`config.mk`:
```
export PLATFORM = sky130hd
export DESIGN_NAME = line_burst_adaptor
export DESIGN_NICKNAME = d
export VERILOG_FILES = /design/src/rtl/line_burst_pkg.sv /design/src/rtl/line_burst_adaptor.sv
export SDC_FILE = /design/constraint.sdc
export NUM_CORES = 1
export LEC_CHECK = 0
export CORE_ASPECT_RATIO = 1.75
export CORE_UTILIZATION = 25
export CTS_CLUSTER_DIAMETER = 150
export DETAILED_ROUTE_END_ITERATION = 6
export GPL_TIMING_DRIVEN = 0
export PLACE_DENSITY = 0.55
export SYNTH_ARGS = -nofsm -noshare
export SYNTH_HDL_FRONTEND = slang
export SYNTH_SLANG_ARGS = --single-unit
```
`constraint.sdc`:
```
create_clock -name clk -period 3.4 [get_ports clk]
set_input_delay 0.68 -clock clk [delete_from_list [all_inputs] [get_ports clk]]
set_output_delay 0.68 -clock clk [all_outputs]
set_load 0.02 [all_outputs]
```
`src/rtl/line_burst_pkg.sv`:
```
// line_burst_pkg
//   Shared types and sizing for the cache-line / memory-burst adaptor.
//   A 256-bit cache line moves as four 64-bit beats, lowest beat first.
//   The line address is aligned to 32 bytes by clearing the low 5 bits.
package line_burst_pkg;

  localparam int BEATS_PER_LINE = 4;
  localparam int BEAT_W         = 64;
  localparam int LINE_W         = 256;
  localparam int OFFSET_BITS    = 5;

  // Clears the byte-offset bits of a line address.
  localparam logic [31:0] LINE_ADDR_MASK = ~((32'd1 << OFFSET_BITS) - 32'd1);

  typedef enum logic [1:0] {
    IDLE     = 2'd0,
    RD_BURST = 2'd1,
    WR_BURST = 2'd2,
    DONE     = 2'd3
  } lba_state_t;

endpackage

```
`src/rtl/line_burst_adaptor.sv`:
```
// line_burst_adaptor
//   Converts single-cycle cache line fills and write-backs into four-beat
//   bursts on the physical memory port.
//
// Ports
//   clk, rst     : sole clock, synchronous active-high reset
//   line_i       : 256-bit write-back line from the cache
//   line_o       : 256-bit assembled fill line to the cache
//   address_i    : cache line address (byte offset ignored)
//   read_i       : fill request, held until resp_o
//   write_i      : write-back request, held until resp_o (wins over read_i)
//   resp_o       : one-cycle completion pulse
//   burst_i      : 64-bit read beat from memory
//   burst_o      : 64-bit write beat to memory
//   address_o    : line-aligned address, stable for the whole transaction
//   read_o       : burst read request, high throughout RD_BURST
//   write_o      : burst write request, high throughout WR_BURST
//   resp_i       : beat accepted (write) / beat valid (read)
module line_burst_adaptor
  import line_burst_pkg::*;
(
  input  logic                clk,
  input  logic                rst,
  input  logic [LINE_W-1:0]   line_i,
  output logic [LINE_W-1:0]   line_o,
  input  logic [31:0]         address_i,
  input  logic                read_i,
  input  logic                write_i,
  output logic                resp_o,
  input  logic [BEAT_W-1:0]   burst_i,
  output logic [BEAT_W-1:0]   burst_o,
  output logic [31:0]         address_o,
  output logic                read_o,
  output logic                write_o,
  input  logic                resp_i
);

  lba_state_t          state_q, state_d;
  logic [1:0]          cnt_q, cnt_d;
  logic [LINE_W-1:0]   wr_line_q, wr_line_d;
  logic [LINE_W-1:0]   fill_q, fill_d;
  logic [31:0]         addr_q, addr_d;
  logic                read_q, read_d;
  logic                write_q, write_d;
  logic                resp_q, resp_d;

  // State and datapath registers; reset also discards a partial fill line.
  always_ff @(posedge clk) begin
    if (rst) begin
      state_q   <= IDLE;
      cnt_q     <= 2'd0;
      wr_line_q <= '0;
      fill_q    <= '0;
      addr_q    <= '0;
      read_q    <= 1'b0;
      write_q   <= 1'b0;
      resp_q    <= 1'b0;
    end else begin
      state_q   <= state_d;
      cnt_q     <= cnt_d;
      wr_line_q <= wr_line_d;
      fill_q    <= fill_d;
      addr_q    <= addr_d;
      read_q    <= read_d;
      write_q   <= write_d;
      resp_q    <= resp_d;
    end
  end

  // Next-state and datapath updates. Requests are only looked at in IDLE,
  // and resp_i only inside a burst, so stray strobes elsewhere are harmless.
  always_comb begin
    state_d   = state_q;
    cnt_d     = cnt_q;
    wr_line_d = wr_line_q;
    fill_d    = fill_q;
    addr_d    = addr_q;
    unique case (state_q)
      IDLE: begin
        if (write_i) begin
          wr_line_d = line_i;
          addr_d    = address_i & LINE_ADDR_MASK;
          cnt_d     = 2'd0;
          state_d   = WR_BURST;
        end else if (read_i) begin
          addr_d    = address_i & LINE_ADDR_MASK;
          cnt_d     = 2'd0;
          state_d   = RD_BURST;
        end
      end
      RD_BURST: begin
        if (resp_i) begin
          fill_d[BEAT_W*int'(cnt_q) +: BEAT_W] = burst_i;
          cnt_d = cnt_q + 2'd1;
          if (cnt_q == 2'(BEATS_PER_LINE - 1)) state_d = DONE;
        end
      end
      WR_BURST: begin
        if (resp_i) begin
          cnt_d = cnt_q + 2'd1;
          if (cnt_q == 2'(BEATS_PER_LINE - 1)) state_d = DONE;
        end
      end
      DONE: state_d = IDLE;
      default: state_d = IDLE;
    endcase
  end

  // Outputs are decoded from the next state so they leave the block
  // straight from flops and line up with the state they describe.
  always_comb begin
    read_d  = (state_d == RD_BURST);
    write_d = (state_d == WR_BURST);
    resp_d  = (state_d == DONE);
  end

  assign line_o    = fill_q;
  assign address_o = addr_q;
  assign read_o    = read_q;
  assign write_o   = write_q;
  assign resp_o    = resp_q;
  // Write data is a mux of registered line and registered beat index.
  assign burst_o   = wr_line_q[BEAT_W*int'(cnt_q) +: BEAT_W];

endmodule

```
== Word-level counts from Yosys, hierarchy flattened ==
Index checks and enable logic that the tools add are counted.
Word-level totals
  bits in registers: 551
  input port bits: 357
  output and inout port bits: 355
  logic and storage cells: 42
Operators by class
  $add $sub $neg: 2
  equal/unequal tests: 9
  shift operators: 3
  muxes and demuxes: 12
  reductions and logical operators: 8
Operator list (count)
  bitwise mux 256 bit: 1
  variable shift 64 x 33 -> 256 bit, first input constant: 1
  indexed part select 256 x 9 -> 64 bit: 1
  indexed part select 64 x 33 -> 256 bit: 1
  two-way mux 32 bit: 2
  negation 8 -> 33 bit: 1
  two-way mux 2 bit: 7
  equality test 2 bit, second input constant: 5
  one-hot mux 2 bit (3 select lines): 1
  AND reduction 2 bit: 3
  equality test 2 x 1 -> 1 bit, second input constant: 2
  one-hot mux 2 bit (2 select lines): 1
  nonzero test 2 bit: 2
  inequality test 3 bit, second input constant: 1
  AND reduction 3 bit: 1
  adder 2 x 1 -> 2 bit, second input constant: 1
  logical NOT 2 bit: 1
  inequality test 2 x 1 -> 1 bit, second input constant: 1
  OR reduction 2 bit: 1

== Logic depth before layout (Yosys ltp) ==
  depth in word-level cells: 5
  mapped depth: 11
  mapped depth without buffers: 5

== Least setup slack after synthesis ==
No wires, ideal clock.
  path type: register -> register
  from: register cnt_q[1]
  to: register fill_q[224], in the netlist line_o[224]
  library setup time: 60 ps
  data arrival time: 2481 ps
  data required time: 3340 ps
  setup slack: 860 ps
  stages on the path, launching flop included: 10
  buffers on the path: 4
  period minus slack after synthesis: 2540 ps
  cells stage by stage: dfxtp_1 > clkbuf_1 > clkbuf_1 > inv_1 > ha_1 > nand4b_1 > nor4_1 > buf_2 > buf_4 > a22o_1
Between the ends
  longest elaborated chain between the ends: 3
  elaborated cells on any way between the ends: 4
  those cells by class: 1 x add/sub; 2 x shift; 1 x mux
Ends and longest elaborated chain
  start: declaration: RTL line line_burst_adaptor.sv:39  | logic [1:0] cnt_q, cnt_d;
  start signal: assignment: RTL line line_burst_adaptor.sv:60  | cnt_q <= cnt_d;
  negation 8 -> 33 bit *: RTL line line_burst_adaptor.sv:93  | fill_d[BEAT_W*int'(cnt_q) +: BEAT_W] = burst_i;
  indexed part select 64 x 33 -> 256 bit / variable shift 64 x 33 -> 256 bit (equally long branches): RTL line line_burst_adaptor.sv:93
  bitwise mux 256 bit *: RTL line line_burst_adaptor.sv:93
  end signal: assignment: RTL line line_burst_adaptor.sv:62  | fill_q <= fill_d;
  end: declaration: RTL line line_burst_adaptor.sv:41  | logic [LINE_W-1:0] fill_q, fill_d;
Mark *: on every way between the ends. The rest lies on a longest branch, timed or not.
A chain may end at the register's enable or synchronous reset.

== Worst setup path in the final report ==
  from: register cnt_q[1]
  to: output port burst_o[38]
Between the ends
  longest elaborated chain between the ends: 1
Ends and longest elaborated chain
  indexed part select 256 x 9 -> 64 bit: RTL line line_burst_adaptor.sv:123  | assign burst_o = wr_line_q[BEAT_W*int'(cnt_q) +: BEAT_W];
  end: declaration: RTL line line_burst_adaptor.sv:31  | output logic [BEAT_W-1:0] burst_o,
Every way passes these cells.

==> results.md <==
* Routability congestion estimate at about 0.87
* DP Cell Count at 3828
* Routed vias at around 19000
* Yosys warnings at 0
* Worst Path Arrival at 2.61 ns
* Post-route insts no fill at 3941
* Final hold slack at 0.450 ns
* Seq cells post-synth at between 500 and 600
* Run status: finished, final reports clean
* Wire length per cell at 24.7 µm
* GRT Resource Usage Total at 23.4%
* Overall power at between 10 and 15 mW
* DRC viols at 0
* CP Launch Point: cnt_q[1]$_SDFFE_PP0P_
* Hold buffer count at CTS at 0
* Die height at 375 µm
* Synthesized area per cell at between 9 and 10 µm²
* Library cells used by synthesis at 40
* Period utilisation layout at ~97%
* DRT Wirelength at ~97000 µm
* Fill cells at between 8000 and 9000
* Detail Route Antenna Nets at 0
* Most frequent cells in the layout: 645 x clkdlybuf4s50_1, 632 x nand2_1, 546 x dfxtp_1
* Final hold vios at 0
* Dominant cell type by area after synthesis: dfxtp_1
* First-pass GRT wire length at 136000 µm
* Clock Path Buffers at 3
* Row cnt at 136
* Peak supply drop at between 0.4 and 0.5 mV
* Skew-Pair Late Insertion Delay at 0.64 ns
* Final nets at 3219
* Initial DRC Count at 1129
* Clock skew at 0.0221 ns
* Static leakage at roughly 11 nW
* Starting density of the core at 25.3%
* Fin area at between 30000 and 40000 µm²
* Die Area at 80900 µm²
* Adder-Cell Fraction of Synth Area at 0.628%
* Max-slew violations at 0
* Largest net degree at the start of global routing at 15
* Top cells by area, synth: dfxtp_1 55%, nand2_1 12%, a21oi_1 8.8%, mux4_2 7.2%, a22o_1 5.6%
* Layout cells sized above 1 at 8.67%
* Fmax at 304 MHz
* Reg-to-reg slack, setup at 0.21 ns
* IO Port Bufs at 699
* H-tree depth at 2
* Commonest non-fill, non-tap cell in the layout: clkdlybuf4s50_1
* Hold Path Class: register to register
* Clk slew on worst S/H paths at roughly 0.06 ns
* Tightest Pin Transition at 1.02 ns
* Synth Area in Compound Gates at 18.1%
* TritonCTS Buffers at 54
* Vias in the first global route at 19000
* CTS Sinks at about 550
* Max-cap viol count at 0
* Cell Area, Synth at 19900 µm²
* CORE AREA at 78800 µm²
* Element type at the critical path end: primary output
* Worst R2R Start: cnt_q[1]$_SDFFE_PP0P_
* RSZ-0062 raised after global routing: false
* Initial DRT Pass Iterations at 5
* Largest family of logic cells by synthesized area: compound AO/OA/AOI/OAI gates
* TritonCTS clock tree: done
* Via density per instance at slightly below 5
* Synth Instances at about 2100
* Critical path required time at 2.72 ns
* Crit path kind: register to primary output
* Cell Pwr Density at approximately 500 nW/µm²
* Width of the die at 215 µm
* Period minus WS final at 3.29 ns
* Root buffer cell: clkbuf_16
* Endpoints failing setup at 0
* Max-slew headroom at between 30% and 40%
* Mux cell area share after synthesis at 7.33%
* Hold Startpoint: line_o[180]$_SDFFE_PP0P_
* Area Growth Syn to Fin at 51.3%
* Worst Path Max Fanout at 10
* Cell Area, Placed at 28200 µm²
* Simple-Gate Fraction of Synth Area at between 10% and 20%
* Crit start category: register
* # IOs at 712
* Synth Area in XOR/XNOR at 0%
* DP HPWL at roughly 75000 µm
* Initial antenna violation count at 25
* GRT Residual Overflow at 0
* Register area share after synthesis at 54.9%
* Synth top area share at between 50% and 60%
* Util after Layout at 38.3%
metrics by stage:
step	TNS [ns]	setup WS [ns]
after global routing	0	0.00245
after global placement	-294.40	-1.39
final	0	0.106
after CTS	-0.00580	-0.00580
after floorplan	0	0.860
after detailed placement	-300.95	-1.40
where the power goes:
group          switching (mW)  leakage [nW]  total, mW  internal [mW]
logic                    1.18          5.74       2.07          0.896
registers               0.132          4.44       6.78           6.65
clock network            2.75         0.861       6.12           3.37
total                    4.06          11.0       15.0           10.9
kinds of logic after synthesis:
kind of cell | count (synthesis)
multiplexers | 66
flip-flops | 546
adder cells (fa/ha/maj) | 10
buffers and inverters | 196
AO/OA/AOI/OAI | 552
other | 1
AND/OR/NAND/NOR | 719
registers in the layout (all words and copies together) (netlist names):
register   count
address_o     27
cnt_q          2
line_o       256
read_o         1
resp_o         1
state_q        2
wr_line_q    256
write_o        1
metal layers:
layer,track usage [%],up-vias,share of wire (%)
li1,-,8830,-
met1,24.6,9102,36
met2,41.5,810,50
met3,7.60,192,8.6
met4,11.8,12,4.9
met5,0,-,0.081
repair_timing:
action                     4_1_cts  5_1_grt
setup endpoints to repair      320        4
setup buffers                    3        0
pin swaps                        1        0
gates resized for setup        100        5
worst max-delay path, cell delays in order (launching register included):
cell and delay, ns:
dfxtp_1 0.44, clkbuf_4 0.37, clkbuf_4 0.40, mux4_2 0.40, dlygate4sd2_1 0.35
Yosys cell counts (all sizes together):
cell type and n:
nand2 632, dfxtp 546, a21oi 350, a22o 128, clkbuf 96, buf 93, nand3 68, a32o 64
mux4 64, ha 10, inv 7, nand2b 3, nor2 3, nor4 3, a211oi 2, a31oi 2
mux2i 2, nor3 2, o21ai 2, a221oi 1, and2 1, and3 1, and4 1, conb 1
nand4 1, nand4b 1, nor2b 1, nor4b 1, o21a 1, o32a 1, o32ai 1, or2 1
cell type report:
cell class                      instances  area (µm²)  share of cell area (%)
Tap cell                             1035        1290                    4.30
Inverter                                7        26.3                  0.0871
Buffer                                189        1030                    3.42
Sequential cell                       546       10900                    36.3
Multi-Input combinational cell       1352        8100                    26.9
Timing Repair Buffer                  702        6980                    23.1
Clock inverter                         16         144                   0.477
Antenna cell                           12        30.0                  0.0996
Clock buffer                           82        1620                    5.37
final timing paths:
check / end / depth (start not counted)
setup / recovery: burst_o[38] / 4
setup reg to reg: line_o[243]$_SDFFE_PP0P_ / 9
hold / removal: line_o[180]$_SDFFE_PP0P_ / 2
hold reg to reg: line_o[180]$_SDFFE_PP0P_ / 2
Power figures use the tool's default switching activity.
